### src/rtl/uart_host_ctrl.sv
// Host-side UART register bus initiator: programs the UART after reset,
// then polls LSR to move bytes between valid/ready streams and THR/RBR.
module uart_host_ctrl #(
   parameter logic [15:0] DIV     = 16'h0108,
   parameter logic [7:0]  LCR_CFG = 8'h03,
   parameter logic [7:0]  FCR_CFG = 8'h01
) (
   input  logic       clk,
   input  logic       rst,
   output logic       wr_o,
   output logic       rd_o,
   output logic [2:0] addr_o,
   output logic [7:0] din_o,
   input  logic [7:0] dout_i,
   input  logic [7:0] tx_data,
   input  logic       tx_valid,
   output logic       tx_ready,
   output logic [7:0] rx_data,
   output logic       rx_valid,
   input  logic       rx_ready,
   output logic [3:0] rx_err,
   output logic       init_done
);

   localparam logic [3:0] INIT_LCRD = 4'd0;
   localparam logic [3:0] INIT_DLL  = 4'd1;
   localparam logic [3:0] INIT_DLM  = 4'd2;
   localparam logic [3:0] INIT_LCR  = 4'd3;
   localparam logic [3:0] INIT_FCR  = 4'd4;
   localparam logic [3:0] IDLE      = 4'd5;
   localparam logic [3:0] POLL_RD   = 4'd6;
   localparam logic [3:0] POLL_WAIT = 4'd7;
   localparam logic [3:0] RBR_RD    = 4'd8;
   localparam logic [3:0] RBR_WAIT  = 4'd9;
   localparam logic [3:0] THR_WR    = 4'd10;

   localparam logic [2:0] A_RBR = 3'd0;
   localparam logic [2:0] A_DLM = 3'd1;
   localparam logic [2:0] A_FCR = 3'd2;
   localparam logic [2:0] A_LCR = 3'd3;
   localparam logic [2:0] A_LSR = 3'd5;

   logic [3:0] state;
   logic [3:0] state_nx;
   logic [7:0] lsr_q;
   logic       unused_lsr;

   assign unused_lsr = ^{lsr_q[7:5], lsr_q[0]};

   // POLL_WAIT decides on the LSR value arriving this cycle (also latched)
   always_comb begin
      state_nx = state;
      case (state)
         INIT_LCRD: state_nx = INIT_DLL;
         INIT_DLL:  state_nx = INIT_DLM;
         INIT_DLM:  state_nx = INIT_LCR;
         INIT_LCR:  state_nx = INIT_FCR;
         INIT_FCR:  state_nx = IDLE;
         IDLE:      state_nx = POLL_RD;
         POLL_RD:   state_nx = POLL_WAIT;
         POLL_WAIT: begin
            if (dout_i[0] && !rx_valid)
               state_nx = RBR_RD;
            else if (tx_valid && dout_i[5])
               state_nx = THR_WR;
            else
               state_nx = IDLE;
         end
         RBR_RD:    state_nx = RBR_WAIT;
         RBR_WAIT:  state_nx = IDLE;
         THR_WR:    state_nx = IDLE;
         default:   state_nx = INIT_LCRD;
      endcase
   end

   // Bus strobes are quiet while reset is held, even though state is INIT_LCRD
   always_comb begin
      wr_o     = 1'b0;
      rd_o     = 1'b0;
      addr_o   = 3'd0;
      din_o    = 8'h00;
      tx_ready = 1'b0;
      if (!rst) begin
         unique case (1'b1)
            state == INIT_LCRD: begin
               wr_o   = 1'b1;
               addr_o = A_LCR;
               din_o  = 8'h80 | LCR_CFG;
            end
            state == INIT_DLL: begin
               wr_o   = 1'b1;
               addr_o = A_RBR;
               din_o  = DIV[7:0];
            end
            state == INIT_DLM: begin
               wr_o   = 1'b1;
               addr_o = A_DLM;
               din_o  = DIV[15:8];
            end
            state == INIT_LCR: begin
               wr_o   = 1'b1;
               addr_o = A_LCR;
               din_o  = LCR_CFG;
            end
            state == INIT_FCR: begin
               wr_o   = 1'b1;
               addr_o = A_FCR;
               din_o  = FCR_CFG;
            end
            state == POLL_RD: begin
               rd_o   = 1'b1;
               addr_o = A_LSR;
            end
            state == RBR_RD: begin
               rd_o   = 1'b1;
               addr_o = A_RBR;
            end
            state == THR_WR: begin
               wr_o     = 1'b1;
               addr_o   = A_RBR;
               din_o    = tx_data;
               tx_ready = 1'b1;
            end
            default: begin
               wr_o = 1'b0;
            end
         endcase
      end
   end

   always_ff @(posedge clk) begin
      if (rst) begin
         state     <= INIT_LCRD;
         lsr_q     <= 8'h00;
         rx_valid  <= 1'b0;
         rx_data   <= 8'h00;
         rx_err    <= 4'h0;
         init_done <= 1'b0;
      end else begin
         state <= state_nx;
         if (state == POLL_WAIT)
            lsr_q <= dout_i;
         if (rx_valid && rx_ready)
            rx_valid <= 1'b0;
         if (state == RBR_WAIT) begin
            rx_data  <= dout_i;
            rx_err   <= lsr_q[4:1];
            rx_valid <= 1'b1;
         end
         if (state == INIT_FCR)
            init_done <= 1'b1;
      end
   end

endmodule

### config.mk
export PLATFORM = sky130hd
export DESIGN_NAME = uart_host_ctrl
export DESIGN_NICKNAME = d
export VERILOG_FILES = /design/src/rtl/uart_host_ctrl.sv
export SDC_FILE = /design/constraint.sdc
export NUM_CORES = 1
export LEC_CHECK = 0
export CAP_MARGIN = 20
export CORE_MARGIN = 2
export CORE_UTILIZATION = 25
export CTS_BUF_LIST = sky130_fd_sc_hd__clkbuf_4
export DETAILED_ROUTE_END_ITERATION = 8
export PLACE_DENSITY = 0.52
export SLEW_MARGIN = 20
export SYNTH_ARGS = -nofsm -noshare
export SYNTH_HDL_FRONTEND = slang
export SYNTH_SLANG_ARGS = --single-unit
### constraint.sdc
create_clock -name clk -period 2.9 [get_ports clk]
set_input_delay 0.29 -clock clk [delete_from_list [all_inputs] [get_ports clk]]
set_output_delay 0.29 -clock clk [all_outputs]
set_load 0.01 [all_outputs]
### Word-level counts from Yosys, hierarchy flattened

Cells that the tools add are included.

* register bits after elaboration: 23
* logic and storage cells: 42
* output and inout port bits: 28
* bits of input ports: 20

* reduce and logical (&&, ||, !) cells: 11
* mux-type cells: 15
* eq/ne operators: 10

Operators with widths (count)
* case mux 8 bit (5 select lines): 1
* case mux 4 bit (9 select lines): 1
* equality test 4 x 3 -> 1 bit, second input constant: 4
* equality test 4 bit, second input constant: 3
* case mux 3 bit (4 select lines): 1
* equality test 4 x 2 -> 1 bit, second input constant: 2
* two-way mux 1 bit: 8
* two-way mux 4 bit: 2
* two-way mux 8 bit: 1
* OR reduction 2 bit: 3
* OR reduction 6 bit: 1
* equality test 4 x 1 -> 1 bit, second input constant: 1
* zero test 4 bit: 1
* logical AND 1 bit: 3
* two-way mux 3 bit: 1
* OR reduction 3 bit: 1
* nonzero test 2 bit: 1
* zero test 1 bit: 1

### Depth between registers and ports, before layout

* word-level depth: 4
* depth in mapped cells: 5
* depth with buffers taken out: 3

### Worst setup path before layout

Ideal clock, no wire load.

* kind: flip-flop to output port
* from: reg state[3]
* to: out din_o[7]
* data required time: 2.610 ns
* path slack: 1.407 ns
* stages on the path, launching flop included: 6
* data arrival time: 1.203 ns
* path buffers: 2
* cells stage by stage: dfxtp_1 buf_2 buf_2 and3_1 nor2_1 nor4_1

* word-level cells in the longest chain between the ends: 4
* elaborated cells between the ends (all ways): 9
* classes of those cells: eq/ne: 5; mux: 2; reduce/logical: 2

Ends and longest elaborated chain
* start: declaration: line 43 `logic [3:0] state;`
* start signal: assignment: line 140 `state <= state_nx;`
* equality test 4 x 2 -> 1 bit or equality test 4 x 3 -> 1 bit (tied branches): line 95, 105
* OR reduction 2 bit (no line)
* case mux 8 bit (5 select lines) *: line 84 `unique case (1'b1)`
* two-way mux 8 bit *: line 83 `if (!rst) begin`
* end: declaration: line 13 `output logic [7:0] din_o,`

Every way passes the cells marked *; elsewhere a longest branch is shown, timed or not.

### Worst setup path after layout

* from: reg state[1]
* to: out din_o[0]

The elaborated chain is that of the path after synthesis.

==> impl_metrics.ini <==
[outcome]
outcome = complete, no violations

[clock_network]
path_clk_slew_ns = 0.12
clock_path_buffers = 2
cts_root_buf = clkbuf_4
cts_setup_buffers = 0
hold_buffers = 0
cts_tree = built
cts_sinks = 22
cts_buffers = 3
insertion_delay_ns = 0.30
cts-htree-levels = 1
cts_resized = 0

[synth]
synth_fa_ha_area_share_pct = 0
synth-seq-cells = 22
synth_top_family_by_area = simple AND/OR/NAND/NOR gates
syn-num-nets = 160
yosys-top-cells-area = dfxtp_1, nand2_1, a21oi_1
yosysUniqueCellTypes = 35
synth_top_cell_by_area = dfxtp_1
synth_xor_area_share_pct = 0
synth-edff-count = 0
synthCells = 140
synth_flop_cell = dfxtp_1
synth_mux_area_share_pct = 4.63
synth_compound_area_share_pct = 18.9
synthSimpleGateAreaFrac_pct = 29.8
syn-cell-area_um2 = 1110
seq_area_frac_synth_pct = 39.8
yosysWarningCount = 0
yosysMostFrequentCell = nand2_1
avgSynthCellArea_um2 = 7.91
synthArstFlopShare_pct = 0
synth_top_area_share_pct = 39.8
synth_common_cells = nand2_1, dfxtp_1, a21oi_1

[timing]
relSlewSlack_pct = 55.6
clock_skew_ns = 0.00170
finalSetupTns_ns = 0
post-route-min-period_ns = 2.60
fmax_mhz = 385
setup_viol = 0
post-route-period-util_pct = 89.5
fin_hold_ws_ns = 0.465
tightest_slew_ns = 0.665
hold_viol = 0
slew_viol_final = 0
rsz0062_at_grt = false

[power]
powerDensity_nw_per_um2 = 392
report.power.total_mw = 0.644
power.leakage_nw = 0.591
peakVddDrop_v = 0.000183

[route]
drc = 0
viasPerCell = 4.83
wirelength_mm = 2.84
drtIter0Drc = 55
detail-route-antenna-nets = 0
wl_per_cell_um = 12.3
vias = 1120
first_pass_iters = 4

[worst_setup_path]
crit_arrival_ns = 2.31
cp-start-kind = flop
crit_type = reg2out
cp_max_fo = 19
crit_required_ns = 2.61
end_kind = output pin

[place]
dp.cells = 228
gp_congestion = 0.719
io_buffer_count = 47
place_hpwl_mm = 2.04

[layout]
area_delta_synth_final_pct = 48.6
n_fill_cell = 441
seqCellArea_um2 = 440
finalNetCount = 201
antenna_cells = 0
multiInputGateArea_um2 = 591
stdcell_count = 232
drive_above_1_share_pct = 6.11

[grt]
grt.overflow.total = 0
grt_max_degree = 31
grt_use_total_pct = 11.4
antenna_found_initial = 0
grt_pass1_wl_mm = 4.70
grt_pass1_vias = 1033

[floorplan]
core_um2 = 4320
die_h_um = 70.6
die_area_um2 = 4980
rows = 24
initial_core_util_pct = 25.6
die_x_um = 70.6
pin_count = 48

[worst_hold_path]
hold_class = reg2reg

[run]
max_cap_viol_count = 0
cells by family after synthesis:
family / count (synthesis)
buffers and inverters: 16
AOI/OAI and AO/OA: 33
DFF: 22
and+or+nand+nor: 64
muxes: 5
routing by layer:
layer	global-route usage (%)	wire [µm]	vias up
met1	14.8	1360	507
met3	2.28	187	2
met5	0	0	-
li1	-	-	569
met4	3.77	12	0
met2	19.1	1280	42
state kept, by name, summed over array words and instances (netlist names):
signal	flops
state	4
rx_err	4
lsr_q	4
init_done	1
rx_data	8
rx_valid	1
worst paths after layout:
| check | startpoint | end | slack, ns | cells past startpoint |
|---|---|---|---|---|
| setup / recovery | state[1]$_SDFF_PP0_ | din_o[0] | 0.30 | 4 |
| hold / removal | rx_data[0]$_SDFFE_PP0P_ | rx_data[0]$_SDFFE_PP0P_ | 0.46 | 2 |
| setup reg to reg | state[0]$_SDFF_PP0_ | rx_err[1]$_SDFFE_PP0P_ | 1.11 | 3 |
| hold reg to reg | rx_data[0]$_SDFFE_PP0P_ | rx_data[0]$_SDFFE_PP0P_ | 0.46 | 2 |
cell usage in the layout, fill, tap and decap left out, drive strengths merged, types with 2 or more instances in the layout:
cell type	count
nand3b	2
buf	2
mux2i	4
or3	2
clkdlybuf4s50	47
o21a	2
a31oi	3
a211oi	3
nor4	3
nor2	10
clkbuf	3
inv	3
nand2b	2
a21o	2
a21oi	17
nand3	2
and2	4
nor3	2
and3	2
nand4b	2
nand2	29
dfxtp	22
area by class of cell:
cell class	count	area share (%)
Tap cell	52	3.95
Inverter	3	0.684
Multi-Input combinational cell	102	35.9
Clock inverter	1	1.83
Sequential cell	22	26.8
Timing Repair Buffer	49	29.5
Clock buffer	3	1.37
critical path, stage by stage (launching register included):
cell,delay [ns]
dfxtp_1,0.69
inv_1,0.14
or4_1,0.52
o31ai_1,0.08
clkdlybuf4s50_1,0.57
report_power, final:
part           switching, mW  internal, mW  leakage (nW)
combinational         0.0357        0.0553         0.385
sequential            0.0144         0.306         0.178
clock                 0.0934         0.140        0.0279
per-stage QoR:
stage | setup WS [ns] | instance area, µm² | utilization (%)
after global placement | 0.693 | 1590 | 36.8
after global routing | 0.105 | 1650 | 38.0
after detailed placement | 0.671 | 1590 | 36.8
after floorplan | 1.41 | 1110 | -
final | 0.304 | 1650 | 38.0
after CTS | 0.310 | 1650 | 38.0
No activity file was read; power rests on OpenSTA's default activity.
